===== config.mk =====
export PLATFORM = sky130hd
export DESIGN_NAME = axi_rd_arb
export DESIGN_NICKNAME = d
export VERILOG_FILES = /design/src/rtl/axi_rd_arb.sv
export SDC_FILE = /design/constraint.sdc
export NUM_CORES = 1
export LEC_CHECK = 0
export ABC_AREA = 0
export CELL_PAD_IN_SITES_DETAIL_PLACEMENT = 1
export CELL_PAD_IN_SITES_GLOBAL_PLACEMENT = 2
export CORE_MARGIN = 4
export CORE_UTILIZATION = 18
export CTS_CLUSTER_SIZE = 8
export DETAILED_ROUTE_END_ITERATION = 10
export GPL_TIMING_DRIVEN = 0
export PLACE_DENSITY = 0.84
export SYNTH_ARGS = -nofsm -noshare
export SYNTH_HDL_FRONTEND = slang
export SYNTH_SLANG_ARGS = --single-unit

===== constraint.sdc =====
create_clock -name clk -period 11 [get_ports clk]
set_input_delay 2.75 -clock clk [delete_from_list [all_inputs] [get_ports clk]]
set_output_delay 2.75 -clock clk [all_outputs]
set_load 0.05 [all_outputs]

===== src/rtl/axi_rd_arb.sv =====
// axi_rd_arb: two-requester read arbiter in front of a single AXI-style read
// interface. One burst is outstanding at a time. Arbitration is round-robin
// when both requesters ask in the same cycle.
//
// Ports
//   clk, rst_n          : clock; rst_n is an asynchronous reset, active HIGH
//   rq<n>_ar*           : request from requester n (valid, addr, len, size, burst, str, id)
//   rq<n>_arrdy         : request accepted (combinational, IDLE only)
//   rq<n>_r*            : response beat routed to requester n, rq<n>_rrdy backpressure
//   arb_axi_ar*         : request to the read interface, axi_arb_arrdy accepts
//   axi_arb_r*          : response from the read interface, arb_axi_rrdy accepts
//   err_clr / err       : clear / sticky error (length mismatch or timeout)
//   busy / owner        : not idle / currently granted requester
module axi_rd_arb #(
    parameter int unsigned TMO_CYC = 255
) (
    input  logic        clk,
    input  logic        rst_n,
    input  logic        rq0_arvld,
    input  logic [9:0]  rq0_araddr,
    input  logic [7:0]  rq0_arlen,
    input  logic [2:0]  rq0_arsize,
    input  logic [1:0]  rq0_arburst,
    input  logic [2:0]  rq0_arstr,
    input  logic [7:0]  rq0_arid,
    output logic        rq0_arrdy,
    output logic        rq0_rvld,
    output logic [63:0] rq0_rdata,
    output logic [1:0]  rq0_rresp,
    output logic        rq0_rlast,
    input  logic        rq0_rrdy,
    input  logic        rq1_arvld,
    input  logic [9:0]  rq1_araddr,
    input  logic [7:0]  rq1_arlen,
    input  logic [2:0]  rq1_arsize,
    input  logic [1:0]  rq1_arburst,
    input  logic [2:0]  rq1_arstr,
    input  logic [7:0]  rq1_arid,
    output logic        rq1_arrdy,
    output logic        rq1_rvld,
    output logic [63:0] rq1_rdata,
    output logic [1:0]  rq1_rresp,
    output logic        rq1_rlast,
    input  logic        rq1_rrdy,
    output logic        arb_axi_arvld,
    output logic [9:0]  arb_axi_araddr,
    output logic [7:0]  arb_axi_arlen,
    output logic [2:0]  arb_axi_arsize,
    output logic [1:0]  arb_axi_arburst,
    output logic [2:0]  arb_axi_arstr,
    output logic [7:0]  arb_axi_arid,
    input  logic        axi_arb_arrdy,
    input  logic        axi_arb_rvld,
    input  logic [63:0] axi_arb_rdata,
    input  logic [1:0]  axi_arb_rresp,
    input  logic        axi_arb_rlast,
    input  logic [7:0]  axi_arb_rid,
    output logic        arb_axi_rrdy,
    input  logic        err_clr,
    output logic        err,
    output logic        busy,
    output logic        owner
);

    typedef enum logic [1:0] {IDLE, ADDR, DATA} state_t;

    localparam logic [7:0] TMO_LAST = 8'(TMO_CYC - 1);

    state_t      state, state_nxt;
    logic        rr, rr_nxt;
    logic [8:0]  beat_cnt, beat_nxt, beat_inc;
    logic [7:0]  tmr, tmr_nxt;
    logic        err_set;
    logic        gnt_vld, gnt;
    logic        beat_hs;
    logic [9:0]  c_addr;
    logic [7:0]  c_len, c_id;
    logic [2:0]  c_size, c_str;
    logic [1:0]  c_burst;

    // Responses are steered by owner alone; the returned id carries no routing.
    logic unused_rid;
    assign unused_rid = ^axi_arb_rid;

    // Grant is combinational and only in IDLE; held off while reset is asserted
    // so no requester sees an accept during reset.
    always_comb begin
        gnt_vld = (state == IDLE) && !rst_n && (rq0_arvld || rq1_arvld);
        gnt     = (rq0_arvld && rq1_arvld) ? rr : rq1_arvld;
    end

    assign rq0_arrdy = gnt_vld && !gnt;
    assign rq1_arrdy = gnt_vld &&  gnt;
    assign beat_hs   = (state == DATA) && axi_arb_rvld && arb_axi_rrdy;
    assign beat_inc  = (beat_cnt == 9'd256) ? beat_cnt : beat_cnt + 9'd1;

    always_comb begin
        state_nxt = state;
        rr_nxt    = rr;
        beat_nxt  = beat_cnt;
        tmr_nxt   = tmr;
        err_set   = 1'b0;
        case (state)
            IDLE: begin
                if (gnt_vld) begin
                    state_nxt = ADDR;
                    tmr_nxt   = 8'd0;
                    beat_nxt  = 9'd0;
                end
            end
            ADDR: begin
                if (axi_arb_arrdy) begin
                    state_nxt = DATA;
                    tmr_nxt   = 8'd0;
                    beat_nxt  = 9'd0;
                end else if (tmr == TMO_LAST) begin
                    state_nxt = IDLE;
                    tmr_nxt   = 8'd0;
                    err_set   = 1'b1;
                    rr_nxt    = ~owner;
                end else begin
                    tmr_nxt = tmr + 8'd1;
                end
            end
            DATA: begin
                if (beat_hs) begin
                    tmr_nxt  = 8'd0;
                    beat_nxt = beat_inc;
                    if (axi_arb_rlast) begin
                        state_nxt = IDLE;
                        beat_nxt  = 9'd0;
                        rr_nxt    = ~owner;
                        err_set   = (beat_inc != {1'b0, c_len} + 9'd1);
                    end
                end else if (tmr == TMO_LAST) begin
                    state_nxt = IDLE;
                    tmr_nxt   = 8'd0;
                    beat_nxt  = 9'd0;
                    err_set   = 1'b1;
                    rr_nxt    = ~owner;
                end else begin
                    tmr_nxt = tmr + 8'd1;
                end
            end
            default: state_nxt = IDLE;
        endcase
    end

    always_ff @(posedge clk or posedge rst_n) begin
        if (rst_n) begin
            state    <= IDLE;
            rr       <= 1'b0;
            owner    <= 1'b0;
            beat_cnt <= 9'd0;
            tmr      <= 8'd0;
            err      <= 1'b0;
            c_addr   <= '0;
            c_len    <= '0;
            c_size   <= '0;
            c_burst  <= '0;
            c_str    <= '0;
            c_id     <= '0;
        end else begin
            state    <= state_nxt;
            rr       <= rr_nxt;
            beat_cnt <= beat_nxt;
            tmr      <= tmr_nxt;
            // set wins over a coincident clear
            err      <= err_set || (err && !err_clr);
            if (gnt_vld) begin
                owner   <= gnt;
                c_addr  <= gnt ? rq1_araddr  : rq0_araddr;
                c_len   <= gnt ? rq1_arlen   : rq0_arlen;
                c_size  <= gnt ? rq1_arsize  : rq0_arsize;
                c_burst <= gnt ? rq1_arburst : rq0_arburst;
                c_str   <= gnt ? rq1_arstr   : rq0_arstr;
                c_id    <= gnt ? rq1_arid    : rq0_arid;
            end
        end
    end

    assign busy            = (state != IDLE);
    assign arb_axi_arvld   = (state == ADDR);
    assign arb_axi_araddr  = c_addr;
    assign arb_axi_arlen   = c_len;
    assign arb_axi_arsize  = c_size;
    assign arb_axi_arburst = c_burst;
    assign arb_axi_arstr   = c_str;
    assign arb_axi_arid    = c_id;

    always_comb begin
        arb_axi_rrdy = 1'b0;
        rq0_rvld     = 1'b0;
        rq0_rdata    = '0;
        rq0_rresp    = '0;
        rq0_rlast    = 1'b0;
        rq1_rvld     = 1'b0;
        rq1_rdata    = '0;
        rq1_rresp    = '0;
        rq1_rlast    = 1'b0;
        if (state == DATA) begin
            if (owner) begin
                arb_axi_rrdy = rq1_rrdy;
                rq1_rvld     = axi_arb_rvld;
                rq1_rdata    = axi_arb_rdata;
                rq1_rresp    = axi_arb_rresp;
                rq1_rlast    = axi_arb_rlast;
            end else begin
                arb_axi_rrdy = rq0_rrdy;
                rq0_rvld     = axi_arb_rvld;
                rq0_rdata    = axi_arb_rdata;
                rq0_rresp    = axi_arb_rresp;
                rq0_rlast    = axi_arb_rlast;
            end
        end
    end

endmodule

; ---- Word level (Yosys, flattened, before mapping)
; Cells that the tools add are included.
[word_totals]
out_inout_bits = 177
in_bits = 152
register_bits = 56
elab_cells = 100
[classes]
addsub = 3
reduce_logical = 21
mux = 53
bitwise = 1
n_eq_ne = 10
[ops]
columns = operator, count
row1 = $mux 64, 4
row2 = $mux 9, 6
row3 = $mux 8, 6
row4 = $pmux 9 s3, 1
row5 = $pmux 8 s3, 1
row6 = $mux 2, 10
row7 = $mux 1, 19
row8 = $mux 10, 1
row9 = $add 8x1->9 const B, 1
row10 = $add 9x1->9 const B, 1
row11 = $eq 9x9->1 const B, 1
row12 = $ne 9x9->1, 1
row13 = $add 8x1->8 const B, 1
row14 = $eq 8x8->1 const B, 1
row15 = $logic_and 1x1->1, 8
row16 = $mux 3, 2
row17 = $pmux 2 s3, 1
row18 = $ne 2x2->1 const B, 2
row19 = $pmux 1 s2, 2
row20 = $reduce_and 2->1, 2
row21 = $reduce_and 4->1, 1
row22 = $reduce_bool 2->1, 2
row23 = $logic_not 1->1, 3
row24 = $ne 3x2->1 const B, 1
row25 = 9 further kinds, 10

; ---- Longest topological paths before layout
[logic_depth]
depth_word = 7
mapped_depth = 9
mapped_depth_nobuf = 8

; ---- Worst setup path before layout
; OpenSTA, ideal clock, no wires.
[synth_path]
kind = input port to output port
startpoint = input port rst_n
endpoint = output port rq1_arrdy
cell_stages = 4
arrival_ps = 5167
slack_ps = 3083
path_cell_list = inv_1 and4_1 clkbuf_1 clkbuf_1
[synth_between]
elab_chain_len = 4
[synth_rtl]
columns = item, line_no
row1 = start: declaration, 18  ; input logic rst_n,
row2 = $logic_not 1->1 (no line), --
row3 = $logic_and 1x1->1 (2 in a row), 88  ; gnt_vld = (state == IDLE) && !rst_n && (rq0_arvld || rq1_arvld);
row4 = $logic_and 1x1->1, 93  ; assign rq1_arrdy = gnt_vld && gnt;
row5 = end: declaration, 39  ; output logic rq1_arrdy,
; No other way between the ends.

; ---- Worst setup path in the final report
; Same ends and word-level chain as after synthesis.

==> summary.md <==
| Metric | Value |
|---|---|
| Mapped Cells | `478` |
| Gpl congestion | `0.814` |
| Tcrit/Tclk final | `77.8%` |
| Max_cap viols | `0` |
| Seq/Total Area, Yosys | `34.8%` |
| CTS buffer count | `5` |
| DP HPWL | `17.5 mm` |
| Clock root cell | `clkbuf_16` |
| Path type of the worst setup path | `in2out` |
| RSZ-0062 raised after global routing | `false` |
| Placed insts | `1079` |
| Die H | `158 um` |
| Fmax achieved | `0.117 GHz` |
| Outcome | `complete, no violations` |
| Slowest cell on crit path | `clkdlybuf4s50_1` |
| Core area | `0.0219 mm2` |
| Maximum vdd ir drop | `0.121 mV` |
| Post-synth EDFFs | `0` |
| Post_cts resized | `0` |
| Worst skew pair latency | `310 ps` |
| Leakage power | `3.45 nW` |
| Post-layout util | `35.6%` |
| Clk slew on worst S/H paths | `80 ps` |
| Worst EP required | `8250 ps` |
| Arr. time, crit path | `5800 ps` |
| Fillers | `2570` |
| ANT nets after route | `0` |
| DRC | `0` |
| Least-Margin Pin Slew | `752 ps` |
| Syn Std Cell Area | `0.00403 mm2` |
| CTS Buffer Depth | `2` |
| Syn avg cell area | `8.43 um2` |
| Syn nets | `640` |
| Die width | `158 um` |
| CTS sink cnt | `56` |
| Fin crit period | `8550 ps` |
| Top-count cell post-synth | `and3_1` |
| Final WS setup | `2450 ps` |
| Synth unique cells | `46` |
| Clock skew | `14.7 ps` |
| Final non-filler cell total | `1087` |
| Crit path capture type | `output port` |
| Cts hold-fix bufs | `0` |
| Vias in the first global route | `5226` |
| Relative slew slack | `49.8%` |
| Setup repair bufs after CTS | `0` |
| DR WL/cell | `19.3 um` |
| Setup tns final | `0 ps` |
| Iter 0 DRT Violations | `257` |
| Main synth FF type | `dfrtp_1` |
| Pwr Density | `228 mW/mm2` |
| H-Tree Depth | `2` |
| Hold Path Class | `reg2reg` |
| Synth top cells by count | `73 x and3_1, 70 x and2_1, 56 x dfrtp_1` |
| Max-slew violations | `0` |
| # port buffers | `320` |
| Endpoints failing setup | `0` |
| Layout cells sized above 1 | `2.97%` |
| GR Overflow Total | `0` |
| Vias | `4923` |
| Layout Nets | `968` |
| Asr flop ratio synth | `100%` |
| Die area | `0.0248 mm2` |
| Core Rows | `54` |
| Initial antenna violation count | `1` |
| Largest net degree at the start of global routing | `34` |
| Area fraction of the dominant cell type after synthesis | `34.8%` |
| Post-Route WL | `21.0 mm` |
| Yosys synthesis warning count | `0` |
| DR vias/cell | `4.53` |
| Post-place setup slack | `2370 ps` |
| CP max stage delay | `910 ps` |
| Area growth, synth to finish | `93.5%` |
| CTS tree | `yes` |
| First-pass GRT wire length | `30.6 mm` |
| Maximum fanout along the worst path | `33` |
| Final Hold Viols | `0` |
| Synth area leaders | `dfrtp_1 35%, and3_1 11%, and2_1 11%` |
| Cells along the critical path | `clkdlybuf4s50_1 -> inv_2 -> and4_1 -> clkbuf_1 -> clkbuf_1 -> clkdlybuf4s50_1` |
| Initial Utilization | `18.4%` |
| DR pass1 iterations | `8` |
| # IOs | `329` |
| N_diodes | `0` |
| Startpoint Class | `primary input` |
| Total Routing Usage GR | `15.8%` |
| Cell taking the most area after synthesis | `dfrtp_1` |
| Synthesis-stage register bit count | `56` |
==> area by class of cell <==
type / instances / area, um2 / area share, %
clock inverters: 3 / 68.8 / 0.883
clock buffers: 5 / 125 / 1.60
well taps: 280 / 350 / 4.49
flip-flops and latches: 56 / 1400 / 18.0
plain buffers: 37 / 155 / 1.99
repair buffers: 321 / 3220 / 41.3
multi-input cells: 338 / 2300 / 29.5
inverters: 47 / 176 / 2.26
==> layer usage <==
metal | vias to the layer above | track usage [%] | routed length, um | part of all wire, %
li1 | 2354 | - | - | -
met1 | 2318 | 18.7 | 8590 | 41
met2 | 238 | 29.0 | 10300 | 49
met3 | 11 | 4.18 | 1880 | 9.0
met4 | 2 | 2.54 | 198 | 0.94
met5 | - | 0 | 13 | 0.062
==> cell families (layout without fill, tap and decap cells) <==
| family | count (synthesis) | count (layout) | share of synthesized area (%) |
|---|---|---|---|
| and+or+nand+nor | 210 | 210 | 31.3 |
| AOI/OAI and AO/OA | 95 | 95 | 17.5 |
| buffers and inverters | 84 | 413 | 8.23 |
| DFF | 56 | 56 | 34.8 |
| xor gates and xnor gates | 21 | 21 | 4.56 |
| adders and majority gates | 10 | 10 | 3.10 |
| muxes | 2 | 2 | 0.528 |
==> flip-flops by register name, summed over array words and instances, names as in the netlist <==
name,flops
arb_axi_araddr,10
beat_cnt,9
arb_axi_arid,8
arb_axi_arlen,8
tmr,8
arb_axi_arsize,3
arb_axi_arstr,3
arb_axi_arburst,2
state,2
err,1
owner,1
rr,1
==> layout by cell type (no fill, tap or decap), types with 2 or more instances in the layout <==
cell type        synthesis  final
or2_1                    2      2
xnor2_1                 17     17
o31ai_1                  8      8
nor3_1                   5      5
clkbuf_16                0      5
nor4_1                   2      2
buf_2                    4      4
nor2_1                  11     11
a31oi_1                  4      4
and4_1                   2      2
and3_1                  73     73
nand3_1                  9      9
a21oi_1                 12     12
nor2b_1                  4      4
ha_1                    10     10
and2_1                  70     70
nand2b_1                 3      3
clkbuf_1                31     31
inv_1                   47     46
xor2_1                   4      4
bufinv_16                0      2
clkdlybuf4s50_1          0    320
a222oi_1                34     34
o21ai_0                 28     28
dfrtp_1                 56     56
nand2_1                 16     16
nand4_1                  4      4
==> final timing paths <==
check,from,endpoint,slack (ps),depth (start not counted)
setup reg to reg,state[1],arb_axi_arsize[0],8450,9
hold reg to reg,arb_axi_arsize[1],arb_axi_arsize[1],510,2
min in group asynchronous,rst_n,beat_cnt[8],2970,2
hold / removal,arb_axi_arsize[1],arb_axi_arsize[1],510,2
max in group asynchronous,rst_n,beat_cnt[4],7410,3
setup / recovery,rst_n,rq1_arrdy,2450,6
==> critical path, delay by kind of cell <==
kind	cells	cell delay, ps
buf+inv	5	2760
simple gates	1	290
==> power breakdown <==
group,switching (mW),leakage (nW),internal (mW),total [mW]
clock,0.0843,0.0944,0.132,0.216
combinational,0.802,2.63,0.421,1.22
sequential,0.0657,0.722,0.275,0.341
==> stage by stage <==
stage	power (mW)	area, um2	hold WS [ps]
floorplan	1.12	4030	460
global placement	1.58	7580	482
detailed placement	1.58	7600	478
CTS	1.81	7800	509
global route	1.88	7800	518
finish	1.78	7800	506
(Power assumes the default switching activity.)
